### config.mk
export PLATFORM = sky130hd
export DESIGN_NAME = kbd_event_queue
export DESIGN_NICKNAME = d
export VERILOG_FILES = /design/src/rtl/kbd_event_queue.sv
export SDC_FILE = /design/constraint.sdc
export NUM_CORES = 1
export LEC_CHECK = 0
export CORE_AREA = 5 5 150 152
export CTS_BUF_LIST = sky130_fd_sc_hd__clkbuf_16
export CTS_CLUSTER_DIAMETER = 40
export CTS_CLUSTER_SIZE = 25
export DETAILED_ROUTE_END_ITERATION = 7
export DIE_AREA = 0 0 155 157
export DONT_BUFFER_PORTS = 1
export PLACE_DENSITY = 0.81
export SLEW_MARGIN = 25
export SYNTH_ARGS = -nofsm -noshare
export SYNTH_HDL_FRONTEND = slang
export SYNTH_SLANG_ARGS = --single-unit
### constraint.sdc
create_clock -name sys_clk -period 9.3 [get_ports sys_clk]
set_input_delay 0.465 -clock sys_clk [delete_from_list [all_inputs] [get_ports sys_clk]]
set_output_delay 0.465 -clock sys_clk [all_outputs]
set_load 0.02 [all_outputs]
### src/rtl/kbd_event_queue.sv
`default_nettype none
// ============================================================================
// kbd_event_queue : PS/2 set-2 scan-code parser, modifier tracker and FWFT event FIFO
// Revision 1.0
// ============================================================================
module kbd_event_queue #(
  parameter int FIFO_DEPTH       = 8,
  parameter int REPORT_RELEASE   = 0,
  parameter int TYPEMATIC_FILTER = 1
) (
  input  logic                        sys_clk,
  input  logic                        reset,
  input  logic [7:0]                  scan_code,
  input  logic                        scan_code_ready,
  input  logic                        read,
  input  logic                        clr_overflow,
  output logic                        event_valid,
  output logic [7:0]                  event_code,
  output logic [7:0]                  event_ascii,
  output logic                        event_extended,
  output logic                        event_released,
  output logic [3:0]                  event_mods,
  output logic [$clog2(FIFO_DEPTH):0] fifo_count,
  output logic                        overflow
);

  localparam int          AW    = $clog2(FIFO_DEPTH);
  localparam int          EW    = 22;
  localparam logic [AW:0] DEPTH = (AW+1)'(FIFO_DEPTH);

  localparam logic [1:0] IDLE     = 2'd0;
  localparam logic [1:0] GOT_E0   = 2'd1;
  localparam logic [1:0] GOT_F0   = 2'd2;
  localparam logic [1:0] GOT_E0F0 = 2'd3;

  logic [1:0] state;
  logic       ev_stb;
  logic       ev_ext;
  logic       ev_rel;
  logic [7:0] ev_code;
  logic       is_discard;

  assign is_discard = (scan_code == 8'hFA) || (scan_code == 8'hAA) || (scan_code == 8'hEE) ||
                      (scan_code == 8'hFE) || (scan_code == 8'hE1);

  // Stage 1: prefix parsing; a completed key event is registered for stage 2.
  always_ff @(posedge sys_clk) begin
    if (reset) begin
      state   <= IDLE;
      ev_stb  <= 1'b0;
      ev_ext  <= 1'b0;
      ev_rel  <= 1'b0;
      ev_code <= 8'h00;
    end else begin
      ev_stb <= 1'b0;
      if (scan_code_ready) begin
        case (state)
          IDLE: begin
            if (scan_code == 8'hE0) begin
              state <= GOT_E0;
            end else if (scan_code == 8'hF0) begin
              state <= GOT_F0;
            end else if (!is_discard) begin
              ev_stb  <= 1'b1;
              ev_ext  <= 1'b0;
              ev_rel  <= 1'b0;
              ev_code <= scan_code;
            end
          end
          GOT_E0: begin
            if (scan_code == 8'hF0) begin
              state <= GOT_E0F0;
            end else begin
              ev_stb  <= 1'b1;
              ev_ext  <= 1'b1;
              ev_rel  <= 1'b0;
              ev_code <= scan_code;
              state   <= IDLE;
            end
          end
          GOT_F0: begin
            ev_stb  <= 1'b1;
            ev_ext  <= 1'b0;
            ev_rel  <= 1'b1;
            ev_code <= scan_code;
            state   <= IDLE;
          end
          default: begin
            ev_stb  <= 1'b1;
            ev_ext  <= 1'b1;
            ev_rel  <= 1'b1;
            ev_code <= scan_code;
            state   <= IDLE;
          end
        endcase
      end
    end
  end

  logic       shift_l, shift_r, ctrl_l, ctrl_r, alt_l, alt_r;
  logic       caps_lock, caps_held;
  logic [8:0] last_make;
  logic       last_valid;
  logic       shift, ctrl, alt;
  logic       k_shift_l, k_shift_r, k_ctrl_l, k_ctrl_r, k_alt_l, k_alt_r, k_caps, k_fake;
  logic       is_mod, lm_hit, suppress, queue_it;

  assign shift = shift_l | shift_r;
  assign ctrl  = ctrl_l | ctrl_r;
  assign alt   = alt_l | alt_r;

  assign k_shift_l = !ev_ext && (ev_code == 8'h12);
  assign k_shift_r = !ev_ext && (ev_code == 8'h59);
  assign k_ctrl_l  = !ev_ext && (ev_code == 8'h14);
  assign k_ctrl_r  =  ev_ext && (ev_code == 8'h14);
  assign k_alt_l   = !ev_ext && (ev_code == 8'h11);
  assign k_alt_r   =  ev_ext && (ev_code == 8'h11);
  assign k_caps    = !ev_ext && (ev_code == 8'h58);
  assign k_fake    =  ev_ext && ((ev_code == 8'h12) || (ev_code == 8'h59));

  assign is_mod   = k_shift_l | k_shift_r | k_ctrl_l | k_ctrl_r | k_alt_l | k_alt_r | k_caps | k_fake;
  assign lm_hit   = last_valid && (last_make == {ev_ext, ev_code});
  assign suppress = (TYPEMATIC_FILTER != 0) && !ev_rel && lm_hit;
  assign queue_it = ev_stb && !is_mod && !suppress && (!ev_rel || (REPORT_RELEASE != 0));

  // Stage 2: modifier, caps-lock and typematic state.
  always_ff @(posedge sys_clk) begin
    if (reset) begin
      shift_l    <= 1'b0;
      shift_r    <= 1'b0;
      ctrl_l     <= 1'b0;
      ctrl_r     <= 1'b0;
      alt_l      <= 1'b0;
      alt_r      <= 1'b0;
      caps_lock  <= 1'b0;
      caps_held  <= 1'b0;
      last_make  <= 9'h000;
      last_valid <= 1'b0;
    end else if (ev_stb && !suppress) begin
      if (k_shift_l) shift_l <= !ev_rel;
      if (k_shift_r) shift_r <= !ev_rel;
      if (k_ctrl_l)  ctrl_l  <= !ev_rel;
      if (k_ctrl_r)  ctrl_r  <= !ev_rel;
      if (k_alt_l)   alt_l   <= !ev_rel;
      if (k_alt_r)   alt_r   <= !ev_rel;
      if (k_caps) begin
        if (!ev_rel && !caps_held) caps_lock <= !caps_lock;
        caps_held <= !ev_rel;
      end
      if (!ev_rel) begin
        last_make  <= {ev_ext, ev_code};
        last_valid <= 1'b1;
      end else if (lm_hit) begin
        last_valid <= 1'b0;
      end
    end
  end

  // {is_letter, unshifted, shifted}
  function automatic logic [16:0] us_table(input logic [7:0] code);
    case (code)
      8'h1C: return {1'b1, "a", "A"};  8'h32: return {1'b1, "b", "B"};
      8'h21: return {1'b1, "c", "C"};  8'h23: return {1'b1, "d", "D"};
      8'h24: return {1'b1, "e", "E"};  8'h2B: return {1'b1, "f", "F"};
      8'h34: return {1'b1, "g", "G"};  8'h33: return {1'b1, "h", "H"};
      8'h43: return {1'b1, "i", "I"};  8'h3B: return {1'b1, "j", "J"};
      8'h42: return {1'b1, "k", "K"};  8'h4B: return {1'b1, "l", "L"};
      8'h3A: return {1'b1, "m", "M"};  8'h31: return {1'b1, "n", "N"};
      8'h44: return {1'b1, "o", "O"};  8'h4D: return {1'b1, "p", "P"};
      8'h15: return {1'b1, "q", "Q"};  8'h2D: return {1'b1, "r", "R"};
      8'h1B: return {1'b1, "s", "S"};  8'h2C: return {1'b1, "t", "T"};
      8'h3C: return {1'b1, "u", "U"};  8'h2A: return {1'b1, "v", "V"};
      8'h1D: return {1'b1, "w", "W"};  8'h22: return {1'b1, "x", "X"};
      8'h35: return {1'b1, "y", "Y"};  8'h1A: return {1'b1, "z", "Z"};
      8'h45: return {1'b0, "0", ")"};  8'h16: return {1'b0, "1", "!"};
      8'h1E: return {1'b0, "2", "@"};  8'h26: return {1'b0, "3", "#"};
      8'h25: return {1'b0, "4", "$"};  8'h2E: return {1'b0, "5", "%"};
      8'h36: return {1'b0, "6", "^"};  8'h3D: return {1'b0, "7", "&"};
      8'h3E: return {1'b0, "8", "*"};  8'h46: return {1'b0, "9", "("};
      8'h0E: return {1'b0, 8'h60, "~"};  8'h4E: return {1'b0, "-", "_"};
      8'h55: return {1'b0, "=", "+"};  8'h5D: return {1'b0, 8'h5C, 8'h7C};
      8'h54: return {1'b0, "[", "{"};  8'h5B: return {1'b0, "]", "}"};
      8'h4C: return {1'b0, ";", ":"};  8'h52: return {1'b0, 8'h27, 8'h22};
      8'h41: return {1'b0, ",", "<"};  8'h49: return {1'b0, ".", ">"};
      8'h4A: return {1'b0, "/", "?"};  8'h29: return {1'b0, 8'h20, 8'h20};
      8'h5A: return {1'b0, 8'h0D, 8'h0D}; 8'h66: return {1'b0, 8'h08, 8'h08};
      8'h0D: return {1'b0, 8'h09, 8'h09}; 8'h76: return {1'b0, 8'h1B, 8'h1B};
      8'h71: return {1'b0, 8'h7F, 8'h7F};
      default: return {1'b0, 8'hFF, 8'hFF};
    endcase
  endfunction

  logic [16:0] tbl;
  logic [7:0]  letter;
  logic [7:0]  ascii_c;

  always_comb begin
    tbl     = us_table(ev_code);
    letter  = (shift ^ caps_lock) ? tbl[7:0] : tbl[15:8];
    ascii_c = 8'hFF;
    if (ev_ext) begin
      case (ev_code)
        8'h5A:   ascii_c = 8'h0D;
        8'h4A:   ascii_c = 8'h2F;
        8'h71:   ascii_c = 8'h7F;
        default: ascii_c = 8'hFF;
      endcase
    end else if (tbl[16]) begin
      ascii_c = ctrl ? (letter & 8'h1F) : letter;
    end else begin
      ascii_c = shift ? tbl[7:0] : tbl[15:8];
    end
  end

  logic [EW-1:0] mem [FIFO_DEPTH];
  logic [AW-1:0] wr_ptr, rd_ptr;
  logic [EW-1:0] head;
  logic          full, pop, wr_ok;

  assign full  = (fifo_count == DEPTH);
  assign pop   = read && event_valid;
  assign wr_ok = queue_it && (!full || pop);

  always_ff @(posedge sys_clk) begin
    if (wr_ok) mem[wr_ptr] <= {caps_lock, alt, ctrl, shift, ev_ext, ev_rel, ascii_c, ev_code};
  end

  always_ff @(posedge sys_clk) begin
    if (reset) begin
      wr_ptr     <= '0;
      rd_ptr     <= '0;
      fifo_count <= '0;
      overflow   <= 1'b0;
    end else begin
      if (wr_ok) wr_ptr <= wr_ptr + 1'b1;
      if (pop)   rd_ptr <= rd_ptr + 1'b1;
      case ({wr_ok, pop})
        2'b10:   fifo_count <= fifo_count + 1'b1;
        2'b01:   fifo_count <= fifo_count - 1'b1;
        default: fifo_count <= fifo_count;
      endcase
      // A drop in the same cycle as a clear request keeps the flag set.
      if (queue_it && full && !pop) overflow <= 1'b1;
      else if (clr_overflow)        overflow <= 1'b0;
    end
  end

  assign head        = mem[rd_ptr];
  assign event_valid = (fifo_count != '0);
  assign {event_mods, event_extended, event_released, event_ascii, event_code} =
      event_valid ? head : '0;

endmodule
`default_nettype wire
After elaboration in Yosys (flattened, before gate mapping)

Memory sizes are Yosys's and may differ from the RTL's. A register that Yosys moved wholly into a read port is not among the register bits.
Index checks and enable logic that the tools add are counted.

Bits in writable memories: 176
Word-level logic and storage cells: 155
Bits in read-only memories: 2176
Memories kept: 2
Register bits after elaboration: 42
Output and inout bits: 28

Memory list:

| memory          | words | bits a word | rd ports | clocked after memory_dff | wr ports | RTL line | source |
|---|---|---|---|---|---|---|---|
| (no name shown) | 128   | 17          | 1        | 1                        | 0        | 161      | `case (code)` |
| mem             | 8     | 22          | 1        | 1                        | 1        | 215      | `logic [EW-1:0] mem [FIFO_DEPTH];` |

$add $sub $neg: 4
Eq/ne operators: 27
Reductions and logical operators: 50
Mux-type cells: 40
Bitwise gates (word level): 13

Operator list:

| kind                | number |
|---|---|
| $mux 8              | 9 |
| $eq 8x8->1 const B  | 7 |
| $eq 8x7->1 const B  | 5 |
| $eq 8x5->1 const B  | 3 |
| $pmux 8 s3          | 1 |
| $mux 22             | 1 |
| $reduce_and 2->1    | 10 |
| $logic_and 1x1->1   | 19 |
| $mux 17             | 1 |
| $pmux 8 s2          | 1 |
| $mux 1              | 15 |
| $mux 7              | 2 |
| $or 1x1->1          | 10 |
| $eq 9x9->1          | 1 |
| $logic_not 1->1     | 8 |
| $ne 2x2->1 const B  | 4 |
| $pmux 4 s2          | 1 |
| $add 3x1->3 const B | 2 |
| $logic_or 1x1->1    | 6 |
| $mux 2              | 3 |
| $mux 3              | 2 |
| $reduce_and 5->1    | 1 |
| $add 4x1->4 const B | 1 |
| $eq 2x1->1 const B  | 2 |
| 15 further kinds    | 19 |

Longest topological paths before layout

Depth after elaboration: 16
Gate-level depth with buffers: 17
Mapped depth without buffers: 14

Least setup slack after synthesis

Ideal clock, no wire load.

Path kind: register -> register
Start: register ev_code[7]
End: memory mem[4][0], enable pin
Arrival time: 4.268 ns
Data required time: 8.835 ns
Slack: 4.567 ns
Cell stages (with the launch flop): 10
Path buffers: 3
Cell sequence: dfxtp_1 -> clkbuf_1 -> xor2_1 -> nor4_1 -> a41oi_1 -> and2_0 -> clkbuf_1 -> nand4_1 -> clkbuf_1 -> nor4b_1

Word-level cells in the longest chain between the ends: 16

RTL lines:

| what                                        | RTL line      | source |
|---|---|---|
| from (decl)                                 | 40            | `logic [7:0] ev_code;` |
| from (signal assigned)                      | 67            | `ev_code <= scan_code;` |
| from (signal assigned)                      | 77            | `ev_code <= scan_code;` |
| from (signal assigned)                      | 85            | `ev_code <= scan_code;` |
| $eq 8x5->1 or $eq 8x7->1 (tied branches)    | 112, 119, 113 |  |
| $logic_and 1x1->1, on equally long branches | 112, 113      |  |
| $or 1x1->1 (7 in a row)                     | 121           | `assign is_mod = k_shift_l \| k_shift_r \| k_ctrl_l \| k_ctrl_r \| k_alt_l \| k_alt_r \| k_caps \| k_fake;` |
| $logic_not 1->1                             | 124           | `assign queue_it = ev_stb && !is_mod && !suppress && (!ev_rel \|\| (REPORT_RELEASE != 0));` |
| $logic_and 1x1->1                           | 124           |  |
| $logic_and 1x1->1 (*) (2 in a row)          | 124           |  |
| $logic_and 1x1->1 (*)                       | 222           | `assign wr_ok = queue_it && (!full \|\| pop);` |
| $mux 1 (*)                                  | 225           | `if (wr_ok) mem[wr_ptr] <= {caps_lock, alt, ctrl, shift, ev_ext, ev_rel, ascii_c, ev_code};` |
| $mux 1 (not written as such) (*)            | 225           |  |
| to (decl)                                   | 215           |  |

Every way passes the cells marked *; elsewhere a longest branch is shown, timed or not.

Worst setup path after layout

Start: register ev_code[3]
End: memory mem[3][8], enable pin

Same word-level chain as after synthesis.

==> metrics.md <==
| Metric | Value |
|---|---|
| Most frequent cells after synthesis | `edfxtp_1, nor2_1, dfxtp_1` |
| CTS buffer count | `28` |
| Final Max Tran Viols | `0` |
| Row count | `53` |
| Synthesized Nets | `907` |
| Tot GR Track Use | `0.228` |
| Post-route setup slack | `4.49 ns` |
| #FFs+latches synth | `237` |
| Status | `complete, no violations` |
| Drt first pass iters | `6` |
| Clock Skews | `0.0265 ns` |
| Compound-Gate Fraction of Synth Area | `0.114` |
| Clk Latency, worst-skew pair | `0.55 ns` |
| Max Freq | `208 MHz` |
| Post-Syn Instances | `883` |
| Io pins | `41` |
| DRT Wirelength | `27.9 mm` |
| Root Driver | `clkbuf_16` |
| RSZ-0062 raised after global routing | `no` |
| Total core area | `0.0209 mm2` |
| EDFF count, synth | `176` |
| Placer congestion estimate | `1.00` |
| XOR/XNOR Fraction of Synth Area | `0.0155` |
| Chip width | `155 um` |
| Fin nets | `891` |
| Post-DRT Antenna Nets | `0` |
| Post CTS Setup Buffer Count | `0` |
| I/O Buffers | `0` |
| HPWL Detailed | `17.4 mm` |
| Worst r2r dst | `mem[3][8]` |
| Drt wl/cell | `24.0 um` |
| CTS clk-pin slew, worst paths | `0.07 ns` |
| Initial antenna violation count | `0` |
| Area of the mapped netlist | `0.0113 mm2` |
| Share of post-route cells with drive strength above 1 | `0.170` |
| Largest family of logic cells by synthesized area | `multiplexers` |
| Synth-to-layout area growth | `11.0%` |
| Async SR Flop Fraction | `0` |
| Hold slack | `0.0200 ns` |
| Total grt overflow | `0` |
| Maximum VDD drop | `0.000146 V` |
| Reg2Reg Setup Slack | `4.49 ns` |
| Pwr Density | `238 mW/mm2` |
| First-pass GRT wire length | `43.7 mm` |
| CP arrival | `5.03 ns` |
| Post-route cell area | `0.0126 mm2` |
| Placed cell area | `0.0115 mm2` |
| Total power | `2.99 mW` |
| Max cap viols | `0` |
| Finish-stage setup viols | `0` |
| Crit path kind | `reg2reg` |
| Critical Path RT | `9.51 ns` |
| Sequential element share of the synthesized area | `0.575` |
| Post-Synth Simple-Gate Area | `0.108` |
| Min-delay src | `reset` |
| Placed cells | `1109` |
| Inserted Diodes | `0` |
| Reg2reg path depth | `9` |
| HP Class | `in2reg` |
| Ys flop type | `edfxtp_1` |
| Core Util, Final | `0.601` |
| CTS tree | `done` |
| Post-synth cell types | `85` |
| DR vias/cell | `6.59` |
| Synth Area in Adders | `0.0128` |
| Average cell area after synthesis | `12.8 um2` |
| RR Startpoint | `ev_code[3]` |
| CP Capture Type | `flip-flop` |
| Setup WS pre-CTS | `4.34 ns` |
| DRC | `0` |
| Initial DRC Count | `827` |
| Leak Pwr | `4.17 nW` |
| Ranking of synthesized cells by area | `edfxtp_1, dfxtp_1, mux4_2` |
| Count leader, synth | `edfxtp_1` |
| Critical Path Source Type | `flip-flop` |
| H-tree depth | `1` |
| Synth area leader | `edfxtp_1` |
| Initial Util | `0.542` |
| Worst slew margin | `0.363` |
| Hold Path Stages | `1` |
| Die Ht | `157 um` |
| Worst Tran Pin Value | `0.953 ns` |
| Final period util | `0.517` |
| Yosys top cell area share | `0.467` |
| Area of the die | `0.0243 mm2` |
| Vias in the first global route | `7482` |
| CP max FO | `25` |
| Hold Violations, Final | `0` |
| DR vias | `7674` |
| Clock sink count | `237` |
| Minimum clock period | `4.81 ns` |
| Setup_tns | `0 ns` |
| Largest net degree at the start of global routing | `45` |
| Buffer depth of the longest clock path | `3` |
| Synth warn | `0` |
| Mux share of post-synthesis cell area | `0.145` |
| Fin cells | `1164` |
-- sequential cells by signal, indices dropped and copies added, names as in the netlist, named ones only --
register / cells
wr_ptr: 3
alt_r: 1
last_make: 9
caps_lock: 1
ctrl_r: 1
ev_stb: 1
ctrl_l: 1
rd_ptr: 3
ev_rel: 1
ev_code: 8
caps_held: 1
alt_l: 1
shift_l: 1
state: 2
mem: 176
last_valid: 1
shift_r: 1
fifo_count: 4
overflow: 1
ev_ext: 1
-- kinds of logic after synthesis --
| logic type | count (synthesis) |
|---|---|
| compound gates | 183 |
| xor+xnor | 20 |
| fa+ha+maj | 11 |
| buf+inv | 85 |
| flops | 237 |
| mux | 104 |
| simple gates | 243 |
-- layer usage --
metal | track usage | up-vias | share of wire | wire length (um)
met5 | 0 | - | 0 | 0
met3 | 0.0341 | 58 | 0.080 | 2220
met1 | 0.307 | 3780 | 0.40 | 11100
met2 | 0.389 | 451 | 0.50 | 13800
li1 | - | 3385 | - | -
met4 | 0.0631 | 0 | 0.025 | 705
-- critical path: stages, from the launching register on --
cell and delay (ns):
dfxtp_1 0.89, xor2_1 0.20, nor3_1 0.08, a41oi_1 0.44, and2_0 0.82, nand4_1 0.67, inv_1 0.16, nand2_1 0.18
nor3b_4 0.66, buf_4 0.37
-- placed cells by master (no fill, tap or decap), types with 5 or more instances in the layout --
cell / count
o21ai_0: 21
clkbuf_16: 29
nand2_1: 45
mux2i_1: 49
inv_1: 19
o31ai_1: 7
buf_4: 11
mux2_2: 6
nor2b_1: 16
nand3_1: 19
nand3b_1: 6
o221ai_1: 7
a21oi_1: 48
nand2b_1: 5
a31oi_1: 11
a211oi_1: 6
ha_1: 10
xor2_1: 14
nor3b_1: 5
mux4_2: 44
o211ai_1: 8
inv_2: 6
and3_1: 6
dfxtp_1: 59
or3_1: 6
a32oi_1: 8
nor3_1: 13
xnor2_1: 6
a22oi_1: 5
a21o_1: 9
inv_6: 7
edfxtp_1: 176
nand4_1: 6
a221oi_1: 5
nor2_1: 86
-- worst max-delay path by stage --
| stage | startpoint | endpoint | slack (ns) | cells past startpoint |
|---|---|---|---|---|
| 2_1_floorplan | ev_code[7] | mem[4][0] | 4.57 | 9 |
| 6_report | ev_code[3] | mem[3][8] | 4.49 | 9 |
| 4_1_cts | ev_code[3] | mem[3][8] | 4.26 | 9 |
| 3_5_place_dp | ev_code[3] | mem[3][19] | 4.34 | 9 |
| 3_3_place_gp | ev_code[3] | mem[3][14] | 4.57 | 9 |
| 5_1_grt | ev_code[3] | mem[3][14] | 4.18 | 9 |
-- power by group --
| part | leakage [nW] | switching (mW) | internal [mW] |
|---|---|---|---|
| clock network | 0.462 | 0.478 | 0.622 |
| logic | 1.58 | 0.400 | 0.251 |
| registers | 2.13 | 0.0616 | 1.18 |
| total | 4.17 | 0.939 | 2.06 |
-- layout make-up --
type | instances | area (um2)
tap | 275 | 344
sequential | 237 | 6510
timing repair buffer | 14 | 123
clock inverter | 23 | 243
inverter | 25 | 93.8
multi-input combinational | 561 | 4520
clock buffer | 29 | 726
fill | 1582 | 8330
-- repair_timing --
action                    4_1_cts  5_1_grt
gates resized for setup         0        0
hold endpoints to repair       34        1
hold buffers                    2        1
Power figures use the tool's default switching activity.
